[src/rtl/lift_motion_ctrl_if.sv]
`default_nettype none
// ============================================================================
// Module      : lift_motion_ctrl_if
// Description : Command/status bundle between the lift FSM (master) and the
//               motion controller (slave).
// Revision    : 1.0 - initial release
// ============================================================================
interface lift_motion_ctrl_if;
  logic       cmd_valid;
  logic [1:0] cmd;
  logic       cmd_ready;
  logic       door_hold;
  logic       motor_up;
  logic       motor_dn;
  logic       door_open;
  logic [1:0] floor;
  logic       arrive;
  logic       cmd_err;
  logic       busy;

  // Lift FSM side: issues commands, observes motion status
  modport master (
    output cmd_valid, cmd, door_hold,
    input  cmd_ready, motor_up, motor_dn, door_open, floor, arrive, cmd_err, busy
  );

  // Motion controller side
  modport slave (
    input  cmd_valid, cmd, door_hold,
    output cmd_ready, motor_up, motor_dn, door_open, floor, arrive, cmd_err, busy
  );
endinterface
`default_nettype wire

[src/rtl/lift_motion_ctrl.sv]
`default_nettype none
// ============================================================================
// Module      : lift_motion_ctrl
// Description : Turns UP/DOWN/STAY move commands into timed motor drive, a
//               floor position (floors 1..4 as 0..3) and a door open/close
//               cycle; back-pressures the FSM until the door has closed.
// Revision    : 1.0 - initial release
// ============================================================================
module lift_motion_ctrl #(
  parameter int TRAVEL_CYCLES = 4,
  parameter int DOOR_CYCLES   = 3,
  parameter int CNT_W         = 8
) (
  input  wire logic         clk,
  input  wire logic         rst,
  lift_motion_ctrl_if.slave bus
);

  typedef enum logic [1:0] {
    IDLE  = 2'd0,
    MOVE  = 2'd1,
    DOOR  = 2'd2,
    CLOSE = 2'd3
  } state_t;

  localparam logic [1:0]       c_cmd_up     = 2'b00;
  localparam logic [1:0]       c_cmd_dn     = 2'b01;
  localparam logic [1:0]       c_cmd_stay   = 2'b10;
  localparam logic [1:0]       c_top_floor  = 2'd3;
  localparam logic [1:0]       c_bot_floor  = 2'd0;
  localparam logic [CNT_W-1:0] c_travel_ld  = CNT_W'(TRAVEL_CYCLES - 1);
  localparam logic [CNT_W-1:0] c_door_ld    = CNT_W'(DOOR_CYCLES - 1);
  localparam logic [CNT_W-1:0] c_cnt_one    = CNT_W'(1);

  state_t           r_state;
  logic [CNT_W-1:0] r_cnt;
  logic [1:0]       r_floor;
  logic             r_motor_up;
  logic             r_motor_dn;
  logic             r_door_open;
  logic             r_arrive;
  logic             r_cmd_err;
  logic             w_idle;

  // Only IDLE accepts commands; everything else is back-pressured
  assign w_idle        = (r_state == IDLE);
  assign bus.cmd_ready = w_idle;
  assign bus.busy      = ~w_idle;
  assign bus.motor_up  = r_motor_up;
  assign bus.motor_dn  = r_motor_dn;
  assign bus.door_open = r_door_open;
  assign bus.floor     = r_floor;
  assign bus.arrive    = r_arrive;
  assign bus.cmd_err   = r_cmd_err;

  // Motion FSM: one shared down-counter times both the travel and the door phases
  always_ff @(posedge clk or posedge rst) begin
    if (rst) begin
      r_state     <= IDLE;
      r_cnt       <= '0;
      r_floor     <= 2'd0;
      r_motor_up  <= 1'b0;
      r_motor_dn  <= 1'b0;
      r_door_open <= 1'b0;
      r_arrive    <= 1'b0;
      r_cmd_err   <= 1'b0;
    end else begin
      // Pulses last exactly one cycle unless re-asserted below
      r_arrive  <= 1'b0;
      r_cmd_err <= 1'b0;
      case (r_state)
        IDLE: begin
          if (bus.cmd_valid) begin
            case (bus.cmd)
              c_cmd_up: begin
                if (r_floor != c_top_floor) begin
                  r_state    <= MOVE;
                  r_cnt      <= c_travel_ld;
                  r_motor_up <= 1'b1;
                end else begin
                  r_cmd_err <= 1'b1;
                end
              end
              c_cmd_dn: begin
                if (r_floor != c_bot_floor) begin
                  r_state    <= MOVE;
                  r_cnt      <= c_travel_ld;
                  r_motor_dn <= 1'b1;
                end else begin
                  r_cmd_err <= 1'b1;
                end
              end
              c_cmd_stay: begin
                r_state     <= DOOR;
                r_cnt       <= c_door_ld;
                r_door_open <= 1'b1;
                r_arrive    <= 1'b1;
              end
              default: r_cmd_err <= 1'b1;
            endcase
          end
        end
        MOVE: begin
          if (r_cnt != '0) begin
            r_cnt <= r_cnt - c_cnt_one;
          end else begin
            // The active motor flag doubles as the direction of travel
            if (r_motor_up) begin
              r_floor <= r_floor + 2'd1;
            end else begin
              r_floor <= r_floor - 2'd1;
            end
            r_motor_up  <= 1'b0;
            r_motor_dn  <= 1'b0;
            r_state     <= DOOR;
            r_cnt       <= c_door_ld;
            r_door_open <= 1'b1;
            r_arrive    <= 1'b1;
          end
        end
        DOOR: begin
          if (bus.door_hold) begin
            r_cnt <= c_door_ld;
          end else if (r_cnt == '0) begin
            r_state     <= CLOSE;
            r_door_open <= 1'b0;
          end else begin
            r_cnt <= r_cnt - c_cnt_one;
          end
        end
        CLOSE: begin
          r_state <= IDLE;
        end
        default: r_state <= IDLE;
      endcase
    end
  end

endmodule
`default_nettype wire
[src/flat_wrapper.sv]
// flat-port wrapper written by rule: the top's interface ports become plain ports
module lift_motion_ctrl_flat 
#(
  parameter int TRAVEL_CYCLES = 4,
  parameter int DOOR_CYCLES   = 3,
  parameter int CNT_W         = 8
)
  (clk, rst, bus_cmd_valid, bus_cmd, bus_door_hold, bus_cmd_ready, bus_motor_up, bus_motor_dn, bus_door_open, bus_floor, bus_arrive, bus_cmd_err, bus_busy);
  lift_motion_ctrl_if bus_i ();
  input  wire logic clk;
  input  wire logic rst;
  input wire logic [$bits(bus_i.cmd_valid)-1:0] bus_cmd_valid;
  input wire logic [$bits(bus_i.cmd)-1:0] bus_cmd;
  input wire logic [$bits(bus_i.door_hold)-1:0] bus_door_hold;
  output wire logic [$bits(bus_i.cmd_ready)-1:0] bus_cmd_ready;
  output wire logic [$bits(bus_i.motor_up)-1:0] bus_motor_up;
  output wire logic [$bits(bus_i.motor_dn)-1:0] bus_motor_dn;
  output wire logic [$bits(bus_i.door_open)-1:0] bus_door_open;
  output wire logic [$bits(bus_i.floor)-1:0] bus_floor;
  output wire logic [$bits(bus_i.arrive)-1:0] bus_arrive;
  output wire logic [$bits(bus_i.cmd_err)-1:0] bus_cmd_err;
  output wire logic [$bits(bus_i.busy)-1:0] bus_busy;
  assign bus_i.cmd_valid = bus_cmd_valid;
  assign bus_i.cmd = bus_cmd;
  assign bus_i.door_hold = bus_door_hold;
  assign bus_cmd_ready = bus_i.cmd_ready;
  assign bus_motor_up = bus_i.motor_up;
  assign bus_motor_dn = bus_i.motor_dn;
  assign bus_door_open = bus_i.door_open;
  assign bus_floor = bus_i.floor;
  assign bus_arrive = bus_i.arrive;
  assign bus_cmd_err = bus_i.cmd_err;
  assign bus_busy = bus_i.busy;
  lift_motion_ctrl #(.TRAVEL_CYCLES(TRAVEL_CYCLES), .DOOR_CYCLES(DOOR_CYCLES), .CNT_W(CNT_W)) u_core (.clk(clk), .rst(rst), .bus(bus_i));
endmodule
[config.mk]
export PLATFORM = sky130hd
export DESIGN_NAME = lift_motion_ctrl_flat
export DESIGN_NICKNAME = d
export VERILOG_FILES = /design/src/rtl/lift_motion_ctrl_if.sv /design/src/rtl/lift_motion_ctrl.sv /design/src/flat_wrapper.sv
export SDC_FILE = /design/constraint.sdc
export NUM_CORES = 1
export LEC_CHECK = 0
export ABC_AREA = 1
export BUFFER_PORTS_ARGS = -buffer_cell sky130_fd_sc_hd__buf_2
export CORE_MARGIN = 3
export CORE_UTILIZATION = 59
export DETAILED_ROUTE_END_ITERATION = 6
export PLACE_DENSITY_LB_ADDON = 0.05
export SLEW_MARGIN = 20
export SYNTH_ARGS = -nofsm -noshare
export SYNTH_HDL_FRONTEND = slang
export SYNTH_SLANG_ARGS = --single-unit
[constraint.sdc]
create_clock -name clk -period 3.45 [get_ports clk]
set_input_delay 0.345 -clock clk [delete_from_list [all_inputs] [get_ports clk]]
set_output_delay 0.345 -clock clk [all_outputs]
set_load 0.005 [all_outputs]
# Word level (Yosys, flattened, before mapping)
# Index checks and enable logic that the tools add are counted.
[word_totals] reg_bits=17 input_bits=6 output_inout_bits=9 elab_cells=86
[classes] n_addsub=3 n_eq_ne=19 n_mux=41 bitwise_logic=2 reduce_logical=13
[op_table] op="$mux 8" count=6
[op_table] op="$pmux 8 s3" count=2
[op_table] op="$mux 1" count=19
[op_table] op="$ne 2x2->1 const B" count=9
[op_table] op="$mux 2" count=7
[op_table] op="$reduce_and 6->1" count=2
[op_table] op="$reduce_and 5->1" count=2
[op_table] op="$ne 3x3->1 const B" count=3
[op_table] op="$logic_not 8->1" count=1
[op_table] op="$pmux 2 s4" count=1
[op_table] op="$reduce_bool 8->1" count=1
[op_table] op="$sub 8x1->8 const B" count=1
[op_table] op="$reduce_and 7->1" count=1
[op_table] op="$eq 2x2->1 const B" count=3
[op_table] op="$pmux 1 s2" count=3
[op_table] op="$pmux 1 s3" count=2
[op_table] op="$pmux 2 s3" count=1
[op_table] op="$eq 2x1->1 const B" count=2
[op_table] op="$logic_not 2->1" count=2
[op_table] op="$ne 4x4->1 const B" count=1
[op_table] op="$reduce_bool 2->1" count=2
[op_table] op="$reduce_bool 3->1" count=1
[op_table] op="$add 2x1->2 const B" count=1
[op_table] op="$ne 2x1->1 const B" count=1
[op_table] op="3 further kinds" count=4

# Logic depth before layout (Yosys ltp)
[depth] depth_word=5 mapped_depth=12 ltp_nobuf=11

# Least setup slack after synthesis
# OpenSTA, ideal clock, no wires.
[synth_timing] kind="reg2reg" from="reg u_core.r_state[0]" to="reg u_core.r_cnt[7]" setup_ns=0.113 t_arrival_ns=1.504 required_ns=3.337 slack_ns=1.833 path_stages_with_launch=12 path_buffers=1 synth_period_minus_slack_ns=1.617 path_cell_list="dfrtp_1 -> inv_1 -> ha_1 -> inv_2 -> nor2_2 -> nor2_2 -> nand3_2 -> nor2_4 -> buf_6 -> nand3_1 -> nand2_1 -> nor2_2"
[synth_via] elab_chain_cells=3 elab_cells_between_ends=11 cone_classes="eq/ne: 7; mux: 1; reduce/logical: 3"
[synth_rtl] element="start, declared" line_no="lift_motion_ctrl.sv:35" rtl="state_t r_state;"
[synth_rtl] element="start signal, assigned" line_no="lift_motion_ctrl.sv:59" rtl="r_state <= IDLE;"
[synth_rtl] element="start signal, assigned" line_no="lift_motion_ctrl.sv:77" rtl="r_state <= MOVE;"
[synth_rtl] element="start signal, assigned" line_no="lift_motion_ctrl.sv:86" rtl="r_state <= MOVE;"
[synth_rtl] element="$logic_not 2->1 (*)"
[synth_rtl] element="named net bus_cmd_ready" line_no="flat_wrapper.sv:15" rtl="output wire logic [$bits(bus_i.cmd_ready)-1:0] bus_cmd_ready;"
[synth_rtl] element="$ne 4x4->1 (no source line) (tied with other cells)"
[synth_rtl] element="$reduce_and 6->1 (no source line)"
[synth_rtl] element="end signal, assigned" line_no="lift_motion_ctrl.sv:78" rtl="r_cnt <= c_travel_ld;"
[synth_rtl] element="end signal, assigned" line_no="lift_motion_ctrl.sv:87" rtl="r_cnt <= c_travel_ld;"
[synth_rtl] element="end signal, assigned" line_no="lift_motion_ctrl.sv:95" rtl="r_cnt <= c_door_ld;"
[synth_rtl] element="end, declared" line_no="lift_motion_ctrl.sv:36" rtl="logic [CNT_W-1:0] r_cnt;"
# Mark *: on every way through the listed nets, which the timed path passes. The rest lies on a longest branch.
# A chain may end at the register's enable or synchronous reset.

# Worst setup path after layout
[layout_timing] from="reg u_core.r_state[0]" to="reg u_core.r_cnt[7]"
[layout_via] elab_chain_cells=3 elab_cells_between_ends=11 cone_classes="eq/ne: 7; mux: 1; reduce/logical: 3"
[layout_rtl] element="$eq 2x2->1 (tied with other cells)" line_no="lift_motion_ctrl.sv:71" rtl="case (r_state)"
[layout_rtl] element="$ne 3x3->1 (no source line) (tied with other cells)"
[layout_rtl] element="$reduce_and 6->1 (no source line)"
# Parallel ways exist; a longest one is shown, timed or not.

==> flow_summary.ini <==
[clocking]
post_cts_buffers = 0
clock-sinks = 17
clk_pin_slew_worst_paths_ns = 0.10
cts.repair.resized = 0
tritoncts_clock_tree = yes
clk_root_buffer_cell = clkbuf_4
max-clock-path-buffers = 2
clk-insertion-delay-late_ns = 0.30
ctsHtreeMaxLevel = 1
cts.hold.buffers_added = 0
cts_buffer_count = 3

[synth]
unique_masters_post_synth = 29
synthesis.yosys.warnings = 0
syn_area_per_cell_um2 = 7.25
synthTopCellsByArea = dfrtp_1 33%, nand2_1 13%, nand3_1 7.4%, ha_1 6.8%, inv_1 6.7%
syn_inst = 178
synth_flop_cell = dfrtp_1
synth-edff-count = 0
synth_nets = 191
synthDominantAreaCellType = dfrtp_1
most_frequent_cell_after_synthesis = nand2_1
yosysSeqAreaShare = 0.330
synth_top_cell_area_share = 0.330
synth.ff_latch_count = 17
asyncSetResetFlopFracSynth = 1.00
netlist_area_um2 = 1290
ys_top_cells_by_count = 44 x nand2_1, 23 x inv_1, 19 x nand3_1

[route]
num_vias = 1179
initial_drc_count = 40
drt_pass1_iterations = 4
finalWirelength_um = 2660
route.detailed.drc = 0
drt-vias-per-instance = 5.33
route.antenna.remaining_nets = 0
wire_per_inst_um = 12.0

[sta]
fin_crit_sh = 0.542
worst_clock_skew_ns = 0.00459
period_minus_slack_ns = 1.87
max_freq_ghz = 0.534
worst_slew_margin_rel = 0.564
finalMaxSlewViolations = 0
unrepaired_setup_endpoints_after_global_routing = false
timing.final.setup_violations = 0
final_total_negative_setup_slack_ns = 0
tightest_slew_ns = 0.653
final_hold_viol_count = 0

[global_routing]
number_of_global_route_vias_before_repair = 1025
number_of_antenna_violations_at_the_first_check_in_global_routing = 0
global_route_wire_length_before_repair_um = 4520
all_layer_global_routing_usage = 0.222
gr_ovfl_total = 0
grt_start_max_net_pins = 18

[cells_and_area]
regArea_um2 = 425
multi_input_comb_area_um2 = 742
num-nets-final = 208
layout-area-overhead-vs-synth_pct = 8.92
antenna-diode-count = 0
layout.filler_cells = 175
layout-drive-gt1-share = 0.201

[die]
ioPinCount = 15
dieHeight_um = 52.8
num_rows = 16
floorplan.die.width_um = 52.8
core_um2 = 2020
die_area_um2 = 2780
floorplan.initialDensity = 0.638

[critical_path]
worstPathRequired_ns = 3.65
critPathCaptureType = flip-flop
cp-start-kind = flip-flop
critical_path_peak_fanout = 11
cp.arrival_ns = 2.08
setup.worst_path.class = reg -> reg
worstRegToRegCells = 10

[place]
dp_hpwl_um = 2030
numPortBuffers = 14
global_placement_routability_congestion = 0.923

[pwr]
static-leakage-power_nw = 0.750
power_density_nw_per_um2 = 1000
power.ir.vdd_worst_uv = 684
post-layout-total-power_w = 0.00141

[worst_hold_path]
timing.hold.worst.class = in -> async

[run]
cap_viol_max_count = 0

[outcome]
run_status = complete, no violations
-- path summary, 6_finish.rpt --
check | startpoint | end | slack (ns)
worst max-delay path | u_core.r_state[0] | u_core.r_cnt[7] | 1.58
worst min-delay path | rst | u_core.r_cnt[1] | 0.12
worst max register to register | u_core.r_state[0] | u_core.r_cnt[7] | 1.58
worst min register to register | u_core.bus.door_open | u_core.bus.door_open | 0.48
max in group asynchronous | rst | u_core.r_state[1] | 2.91
min in group clk | bus_cmd_valid | u_core.bus.cmd_err | 0.29
-- placed cells by master (no fill, tap or decap), drive strengths merged, types with 2 or more instances in the layout --
cell | netlist | routed
nor3 | 2 | 2
o211ai | 2 | 2
nand3 | 20 | 20
nand2 | 48 | 48
nand4 | 9 | 9
ha | 7 | 7
a21oi | 3 | 3
dfrtp | 17 | 17
buf | 1 | 14
inv | 28 | 28
nor2 | 22 | 22
o21ai | 11 | 11
nor4 | 2 | 2
clkbuf | 1 | 4
-- cells by family (layout without fill, tap and decap cells) --
| group | after synthesis | in the layout | synth area share |
|---|---|---|---|
| buffers and inverters | 30 | 46 | 0.0950 |
| adder cells (fa/ha/maj) | 7 | 7 | 0.0679 |
| AND/OR/NAND/NOR | 103 | 103 | 0.402 |
| flip-flops | 17 | 17 | 0.330 |
| XOR/XNOR | 2 | 2 | 0.0136 |
| AO/OA/AOI/OAI | 19 | 19 | 0.0921 |
-- metrics by stage --
stage / cells / worst slack (ns) / instance area, um^2 / utilization / hold slack [ns]
2_1_floorplan: 178 / 1.83 / 1290 / - / 0.271
3_3_place_gp: 217 / 1.74 / 1380 / 0.682 / 0.451
3_5_place_dp: 217 / 1.64 / 1380 / 0.682 / 0.457
4_1_cts: 221 / 1.60 / 1410 / 0.695 / 0.133
5_1_grt: 221 / 1.42 / 1410 / 0.695 / 0.171
6_report: 221 / 1.58 / 1410 / 0.695 / 0.122
-- worst max-delay path, stage by stage, from the launching register on --
cell and delay [ns]:
dfrtp_1 0.41, inv_1 0.10, ha_1 0.31, inv_2 0.14
nor2_2 0.07, nor2_2 0.13, nand3_2 0.10, nor2_4 0.27
nand3_1 0.11, nand2_1 0.09, nor2_2 0.03
-- cell type report --
class,instances,share of cell area
sequential,17,0.303
clock buffer,4,0.0187
tap,27,0.0240
multi-input combinational,131,0.528
timing repair buffer,14,0.0499
inverter,28,0.0766
-- where the power goes --
part	internal (W)	switching, W	total (W)
Combinational	0.000337	0.000603	0.000940
Sequential	0.000285	0.0000730	0.000358
Clock	0.0000451	0.0000636	0.000109
-- state kept, by name, summed over array words and instances (netlist names) --
| signal | cells |
|---|---|
| u_core.r_cnt | 8 |
| u_core.bus.motor_up | 1 |
| u_core.bus.arrive | 1 |
| u_core.r_state | 2 |
| u_core.bus.cmd_err | 1 |
| u_core.bus.door_open | 1 |
| u_core.bus.floor | 2 |
| u_core.bus.motor_dn | 1 |
-- per-layer routing --
metal	share of wire	GRT usage	up-vias
met1	0.48	0.308	529
met3	0.058	0.0456	5
met2	0.45	0.341	32
met5	0	0	-
met4	0.011	0.0723	0
li1	-	-	613
(Power assumes the default switching activity.)
